==> src/rtl/id_exe_stage.sv <==
`default_nettype none
// ============================================================================
//  Module   : id_exe_stage
//  Function : RV32I decode stage with bypassed register file, immediate
//             generation and ID/EX pipeline register with load-use stall.
//  Revision : 1.0
// ============================================================================
module id_exe_stage #(
    parameter int XLEN     = 32,
    parameter int NUM_REGS = 32
) (
    input  logic                        clk,
    input  logic                        rst,
    input  logic                        id_valid,
    output logic                        id_ready,
    input  logic [31:0]                 id_instr,
    input  logic [XLEN-1:0]             id_pc,
    input  logic                        flush,
    input  logic                        wb_en,
    input  logic [$clog2(NUM_REGS)-1:0] wb_addr,
    input  logic [XLEN-1:0]             wb_data,
    output logic                        ex_valid,
    input  logic                        ex_ready,
    output logic [XLEN-1:0]             ex_pc,
    output logic [XLEN-1:0]             ex_rs1_data,
    output logic [XLEN-1:0]             ex_rs2_data,
    output logic [XLEN-1:0]             ex_imm,
    output logic [$clog2(NUM_REGS)-1:0] ex_rs1,
    output logic [$clog2(NUM_REGS)-1:0] ex_rs2,
    output logic [$clog2(NUM_REGS)-1:0] ex_rd,
    output logic [6:0]                  ex_opcode,
    output logic [2:0]                  ex_funct3,
    output logic [6:0]                  ex_funct7,
    output logic                        ex_reg_write,
    output logic                        ex_mem_read
);

    localparam int AW = $clog2(NUM_REGS);

    localparam logic [6:0] c_op_load   = 7'b0000011;
    localparam logic [6:0] c_op_imm    = 7'b0010011;
    localparam logic [6:0] c_op_auipc  = 7'b0010111;
    localparam logic [6:0] c_op_store  = 7'b0100011;
    localparam logic [6:0] c_op_reg    = 7'b0110011;
    localparam logic [6:0] c_op_lui    = 7'b0110111;
    localparam logic [6:0] c_op_branch = 7'b1100011;
    localparam logic [6:0] c_op_jalr   = 7'b1100111;
    localparam logic [6:0] c_op_jal    = 7'b1101111;

    logic [6:0]      w_opcode;
    logic [2:0]      w_funct3;
    logic [6:0]      w_funct7;
    logic [AW-1:0]   w_rd;
    logic [AW-1:0]   w_rs1;
    logic [AW-1:0]   w_rs2;
    logic [31:0]     w_imm32;
    logic [XLEN-1:0] w_imm;
    logic            w_rs1_used;
    logic            w_rs2_used;
    logic            w_writes;
    logic [XLEN-1:0] w_rs1_data;
    logic [XLEN-1:0] w_rs2_data;
    logic            w_hazard;
    logic            w_advance;
    logic            w_accept;

    logic [XLEN-1:0] r_regs [NUM_REGS];

    logic            r_valid;
    logic [XLEN-1:0] r_pc;
    logic [XLEN-1:0] r_rs1_data;
    logic [XLEN-1:0] r_rs2_data;
    logic [XLEN-1:0] r_imm;
    logic [AW-1:0]   r_rs1;
    logic [AW-1:0]   r_rs2;
    logic [AW-1:0]   r_rd;
    logic [6:0]      r_opcode;
    logic [2:0]      r_funct3;
    logic [6:0]      r_funct7;
    logic            r_reg_write;
    logic            r_mem_read;

    // Register index fields are truncated to the configured register count
    assign w_opcode = id_instr[6:0];
    assign w_rd     = id_instr[7 +: AW];
    assign w_funct3 = id_instr[14:12];
    assign w_rs1    = id_instr[15 +: AW];
    assign w_rs2    = id_instr[20 +: AW];
    assign w_funct7 = id_instr[31:25];

    always_comb begin
        w_imm32 = '0;
        case (w_opcode)
            c_op_load, c_op_imm, c_op_jalr:
                w_imm32 = {{20{id_instr[31]}}, id_instr[31:20]};
            c_op_store:
                w_imm32 = {{20{id_instr[31]}}, id_instr[31:25], id_instr[11:7]};
            c_op_branch:
                w_imm32 = {{19{id_instr[31]}}, id_instr[31], id_instr[7],
                           id_instr[30:25], id_instr[11:8], 1'b0};
            c_op_lui, c_op_auipc:
                w_imm32 = {id_instr[31:12], 12'b0};
            c_op_jal:
                w_imm32 = {{11{id_instr[31]}}, id_instr[31], id_instr[19:12],
                           id_instr[20], id_instr[30:21], 1'b0};
            default:
                w_imm32 = '0;
        endcase
        w_imm       = {XLEN{w_imm32[31]}};
        w_imm[31:0] = w_imm32;
    end

    assign w_rs1_used = !((w_opcode == c_op_lui) || (w_opcode == c_op_auipc) ||
                          (w_opcode == c_op_jal));
    assign w_rs2_used = (w_opcode == c_op_reg) || (w_opcode == c_op_store) ||
                        (w_opcode == c_op_branch);
    assign w_writes   = (w_opcode == c_op_reg)  || (w_opcode == c_op_imm)   ||
                        (w_opcode == c_op_load) || (w_opcode == c_op_lui)   ||
                        (w_opcode == c_op_auipc) || (w_opcode == c_op_jal)  ||
                        (w_opcode == c_op_jalr);

    always_ff @(posedge clk or negedge rst) begin
        if (!rst) begin
            for (int i = 0; i < NUM_REGS; i++) begin
                r_regs[i] <= '0;
            end
        end else if (wb_en && (wb_addr != '0)) begin
            r_regs[wb_addr] <= wb_data;
        end
    end

    // Same-cycle write-back is forwarded so the decoded operand is never stale
    assign w_rs1_data = (w_rs1 == '0) ? '0 :
                        (wb_en && (wb_addr == w_rs1)) ? wb_data : r_regs[w_rs1];
    assign w_rs2_data = (w_rs2 == '0) ? '0 :
                        (wb_en && (wb_addr == w_rs2)) ? wb_data : r_regs[w_rs2];

    assign w_hazard  = r_valid && r_mem_read && (r_rd != '0) &&
                       ((w_rs1_used && (r_rd == w_rs1)) ||
                        (w_rs2_used && (r_rd == w_rs2)));
    assign w_advance = !r_valid || ex_ready;
    assign id_ready  = w_advance && !w_hazard && !flush;
    assign w_accept  = id_valid && !w_hazard;

    always_ff @(posedge clk or negedge rst) begin
        if (!rst) begin
            r_valid     <= 1'b0;
            r_pc        <= '0;
            r_rs1_data  <= '0;
            r_rs2_data  <= '0;
            r_imm       <= '0;
            r_rs1       <= '0;
            r_rs2       <= '0;
            r_rd        <= '0;
            r_opcode    <= '0;
            r_funct3    <= '0;
            r_funct7    <= '0;
            r_reg_write <= 1'b0;
            r_mem_read  <= 1'b0;
        end else if (flush) begin
            r_valid <= 1'b0;
        end else if (w_advance) begin
            r_valid <= w_accept;
            if (w_accept) begin
                r_pc        <= id_pc;
                r_rs1_data  <= w_rs1_data;
                r_rs2_data  <= w_rs2_data;
                r_imm       <= w_imm;
                r_rs1       <= w_rs1;
                r_rs2       <= w_rs2;
                r_rd        <= w_rd;
                r_opcode    <= w_opcode;
                r_funct3    <= w_funct3;
                r_funct7    <= w_funct7;
                r_reg_write <= w_writes && (w_rd != '0);
                r_mem_read  <= (w_opcode == c_op_load);
            end
        end
    end

    assign ex_valid     = r_valid;
    assign ex_pc        = r_pc;
    assign ex_rs1_data  = r_rs1_data;
    assign ex_rs2_data  = r_rs2_data;
    assign ex_imm       = r_imm;
    assign ex_rs1       = r_rs1;
    assign ex_rs2       = r_rs2;
    assign ex_rd        = r_rd;
    assign ex_opcode    = r_opcode;
    assign ex_funct3    = r_funct3;
    assign ex_funct7    = r_funct7;
    assign ex_reg_write = r_reg_write;
    assign ex_mem_read  = r_mem_read;

endmodule
`default_nettype wire

==> config.mk <==
export PLATFORM = sky130hd
export DESIGN_NAME = id_exe_stage
export DESIGN_NICKNAME = d
export VERILOG_FILES = /design/src/rtl/id_exe_stage.sv
export SDC_FILE = /design/constraint.sdc
export NUM_CORES = 2
export LEC_CHECK = 0
export BUFFER_PORTS_ARGS = -buffer_cell sky130_fd_sc_hd__buf_2
export CORE_MARGIN = 10
export CORE_UTILIZATION = 55
export DETAILED_ROUTE_END_ITERATION = 7
export PLACE_DENSITY_LB_ADDON = 0.25
export SYNTH_ARGS = -nofsm -noshare
export SYNTH_HDL_FRONTEND = slang
export SYNTH_SLANG_ARGS = --single-unit
==> constraint.sdc <==
create_clock -name clk -period 2.2 [get_ports clk]
set_input_delay 0.33 -clock clk [delete_from_list [all_inputs] [get_ports clk]]
set_output_delay 0.33 -clock clk [all_outputs]
set_load 0.005 [all_outputs]
==> results.cfg <==
[pwr]
max-vdd-ir-drop_uv = 745
power.static_leakage_nw = 33.5
power_w = 0.0635
powerDensity_nw_per_um2 = 871

[grt]
busiest_layer = met2
antenna_found_initial = 3
grt_pass1_vias = 45300
grt.total_usage_pct = 31.3
grt_max_degree = 94
grt_pass1_wl_um = 297000
grtUsageMet3_pct = 7.51
use_met1_pct = 42.3
overflow = 0
use_met2_pct = 47.6

[finish]
ff_latch_area_um2 = 29700
nFillCells = 7749
multi_input_area_um2 = 29400
drive_gt1_share_pct = 42.9
fin_nets = 5164
syn_to_final_growth_pct = 19.8

[setup_path]
r2r-start = ex_rd[1]
cp_slowest_stage_delay_ns = 0.56
startpoint_type = register
endpoint_kind = primary output
critical_path_buf_inv_count = 1
crit_type = register to primary output
rr_worst_depth = 10
crit_family = simple AND/OR/NAND/NOR gates
r2r_slack_ns = -0.30
worst_ep_arrival_time_ns = 2.37
rr_endpoint = ex_pc[6]
crit_chain = or4_4 > o211ai_4 > a211o_1 > o21a_1 > buf_2
worstPathRequired_ns = 1.87
critPathSlowestCell = or4_4
cp_max_fo = 2

[routing]
wl_um = 200000
drc = 0
drt-wirelength-per-cell_um = 30.1
vias = 44300
dr.pass1.iters = 7
viasPerCell = 6.68
dr.first_iter.drc_count = 4466
drt.antenna.violating_nets = 0

[clock_tree]
cts-root-buf = clkbuf_16
htree_levels = 4
cts.clk_slew.worst_paths_ns = 0.07
clockBufferDepth = 3
worstSkewPairLatency_ns = 0.75
cts_sinks = 1187
cts_made_buffers = 131
cts_tree = built

[synthesis]
yosysMostFrequentCell = dfrtp_1
synth_top_area_share_pct = 48.8
syn_area_per_cell_um2 = 13.0
yosysTopAreaCell = dfrtp_1
ys_top_cells_by_count = dfrtp_1 (1187), mux2_2 (992), mux2i_1 (512), nand2_1 (313), clkbuf_1 (264)
ys_top_cells_by_area = dfrtp_1 (49%), mux2_2 (18%), mux4_2 (9.5%)
ys_seq_area_share_pct = 48.8
yosysWarnings = 0
synth_cells = 4680
async_reset_ff_share_pct = 100
synth_ff_type = dfrtp_1
mappedNetlistArea_um2 = 60900
syn_nets = 4787
synth-edff-count = 0
ys_seq_elements = 1187
synth.distinct_cells = 52

[floorplanning]
coreArea_um2 = 109000
start_util_pct = 55.7
die_h_um = 353
die_x_um = 353
rows = 121
io-pin-count = 271
die_area_um2 = 124000

[outcome]
violations = setup timing
outcome = finished, violations left

[run]
drv_cap = 0

[timing]
setup_tns_ns = -34.73
worst_pin_slew_ns = 1.13
setup_viol_count_final = 164
max_freq_mhz = 370
relSlewSlack_pct = 24.6
finalHoldViolCount = 0
slew_viol_final = 0
finalWorstSetupSlack_ns = -0.503
fin_skew_ns = 0.0351
rsz0062_at_grt = yes
fin_crit_sh_pct = 123
period_minus_slack_ns = 2.70

[place]
place_congestion = 0.873
io_buffers = 270
dp_hpwl_um = 124000

[hold_path]
hold_end = ex_rs2[0]
hold_path_depth = 4
hp-start = id_instr[20]
min_path_type = input pin to register
-- logic make-up after synthesis --
group                  count (synthesis)  synth area share [%]
flip-flops                          1187                  48.8
multiplexers                        1760                  36.2
AO/OA/AOI/OAI                        579                  6.21
AND/OR/NAND/NOR                      641                  4.72
XOR/XNOR                              20                 0.288
buffers and inverters                493                  3.73
-- worst max path at each step --
stage,from,end,slack (ns),cells past startpoint
after CTS,ex_rd[1],id_ready,-0.52,5
final,ex_rd[1],id_ready,-0.50,5
after floorplan,ex_rd[1],ex_rs1_data[10],0.18,8
after global routing,ex_rd[1],id_ready,-0.55,5
after global placement,id_instr[22],ex_rs2_data[13],-0.38,8
after detailed placement,id_instr[22],ex_rs2_data[22],-0.30,8
-- registers in the layout, summed over array words and instances, names as in the netlist, 5 cells and up --
name,flops
ex_funct7,7
ex_rs2,5
r_regs,1024
ex_imm,32
ex_opcode,7
ex_rs2_data,32
ex_rd,5
ex_rs1_data,32
ex_pc,32
ex_rs1,5
-- worst reg2reg max path, stage by stage (launching register included) --
cell and delay (ns):
dfrtp_1 0.38, or4_4 0.56, o211ai_4 0.20, a211o_1 0.18
buf_4 0.15, o211ai_4 0.17, buf_12 0.19, buf_16 0.15
bufbuf_16 0.27, nand2_2 0.06, nand2_1 0.05
-- per-stage QoR --
step                      hold WS, ns  setup WS [ns]  area [µm²]  cells  utilization [%]
after floorplan                0.0344          0.183       60900   4680                -
after global placement          0.303         -0.380       66900   6300             61.2
after detailed placement        0.312         -0.301       66900   6301             61.2
after CTS                      0.0150         -0.519       72600   6618             66.4
after global routing           0.0382         -0.546       72900   6630             66.7
final                          0.0420         -0.503       72900   6632             66.7
-- routing by layer --
layer	wire [µm]	part of all wire (%)
met1	80900	41
met3	18400	9.2
met2	90500	45
met4	9910	5.0
met5	0	0
-- power breakdown --
group          internal (W)  leakage (nW)  total [W]  switching (W)
registers            0.0259          15.1     0.0291        0.00323
clock network        0.0131          2.11     0.0222        0.00909
logic               0.00693          16.3     0.0122        0.00523
total                0.0459          33.5     0.0635         0.0175
-- layout make-up --
type / instances / share of cell area (%)
Sequential cell: 1187 / 40.7
Multi-Input combinational cell: 3000 / 40.3
Timing Repair Buffer: 736 / 10.5
Clock buffer: 187 / 5.30
Tap cell: 1476 / 2.53
Clock inverter: 40 / 0.599
Antenna cell: 5 / 0.0172
Inverter: 1 / 0.00515
-- cells in the final DEF (no fill, tap or decap), types with 5 or more instances in the layout --
master,synthesis,final
nor2_1,162,144
diode_2,0,5
mux2_2,992,992
clkbuf_1,264,25
clkinvlp_4,0,7
inv_6,0,5
buf_2,126,265
clkinv_2,0,20
a21oi_2,0,8
o21ai_0,21,18
nand2_1,313,297
nand2_2,0,16
dlygate4sd3_1,0,62
o22ai_1,129,129
buf_16,0,14
xor2_1,11,11
buf_12,0,169
buf_4,43,202
nor2_4,0,18
buf_8,0,9
or4_1,36,35
clkbuf_8,0,25
buf_6,13,7
a22oi_1,256,256
a21oi_1,148,140
mux4_2,256,256
clkbuf_16,0,142
o21ai_1,7,9
xnor2_1,9,7
nor4bb_4,0,6
nand3b_1,6,6
nand4_1,33,33
bufinv_16,0,8
dfrtp_1,1187,1185
nand3_1,47,44
mux2i_1,512,512
-- what timing repair did --
action	4_1_cts	5_1_grt
pin swaps	6	24
setup endpoints to repair	144	164
gates resized for setup	47	18
buffers inserted	15	5
hold endpoints to repair	269	0
hold buffers	62	0
cloned	14	5
(Power assumes the default switching activity.)
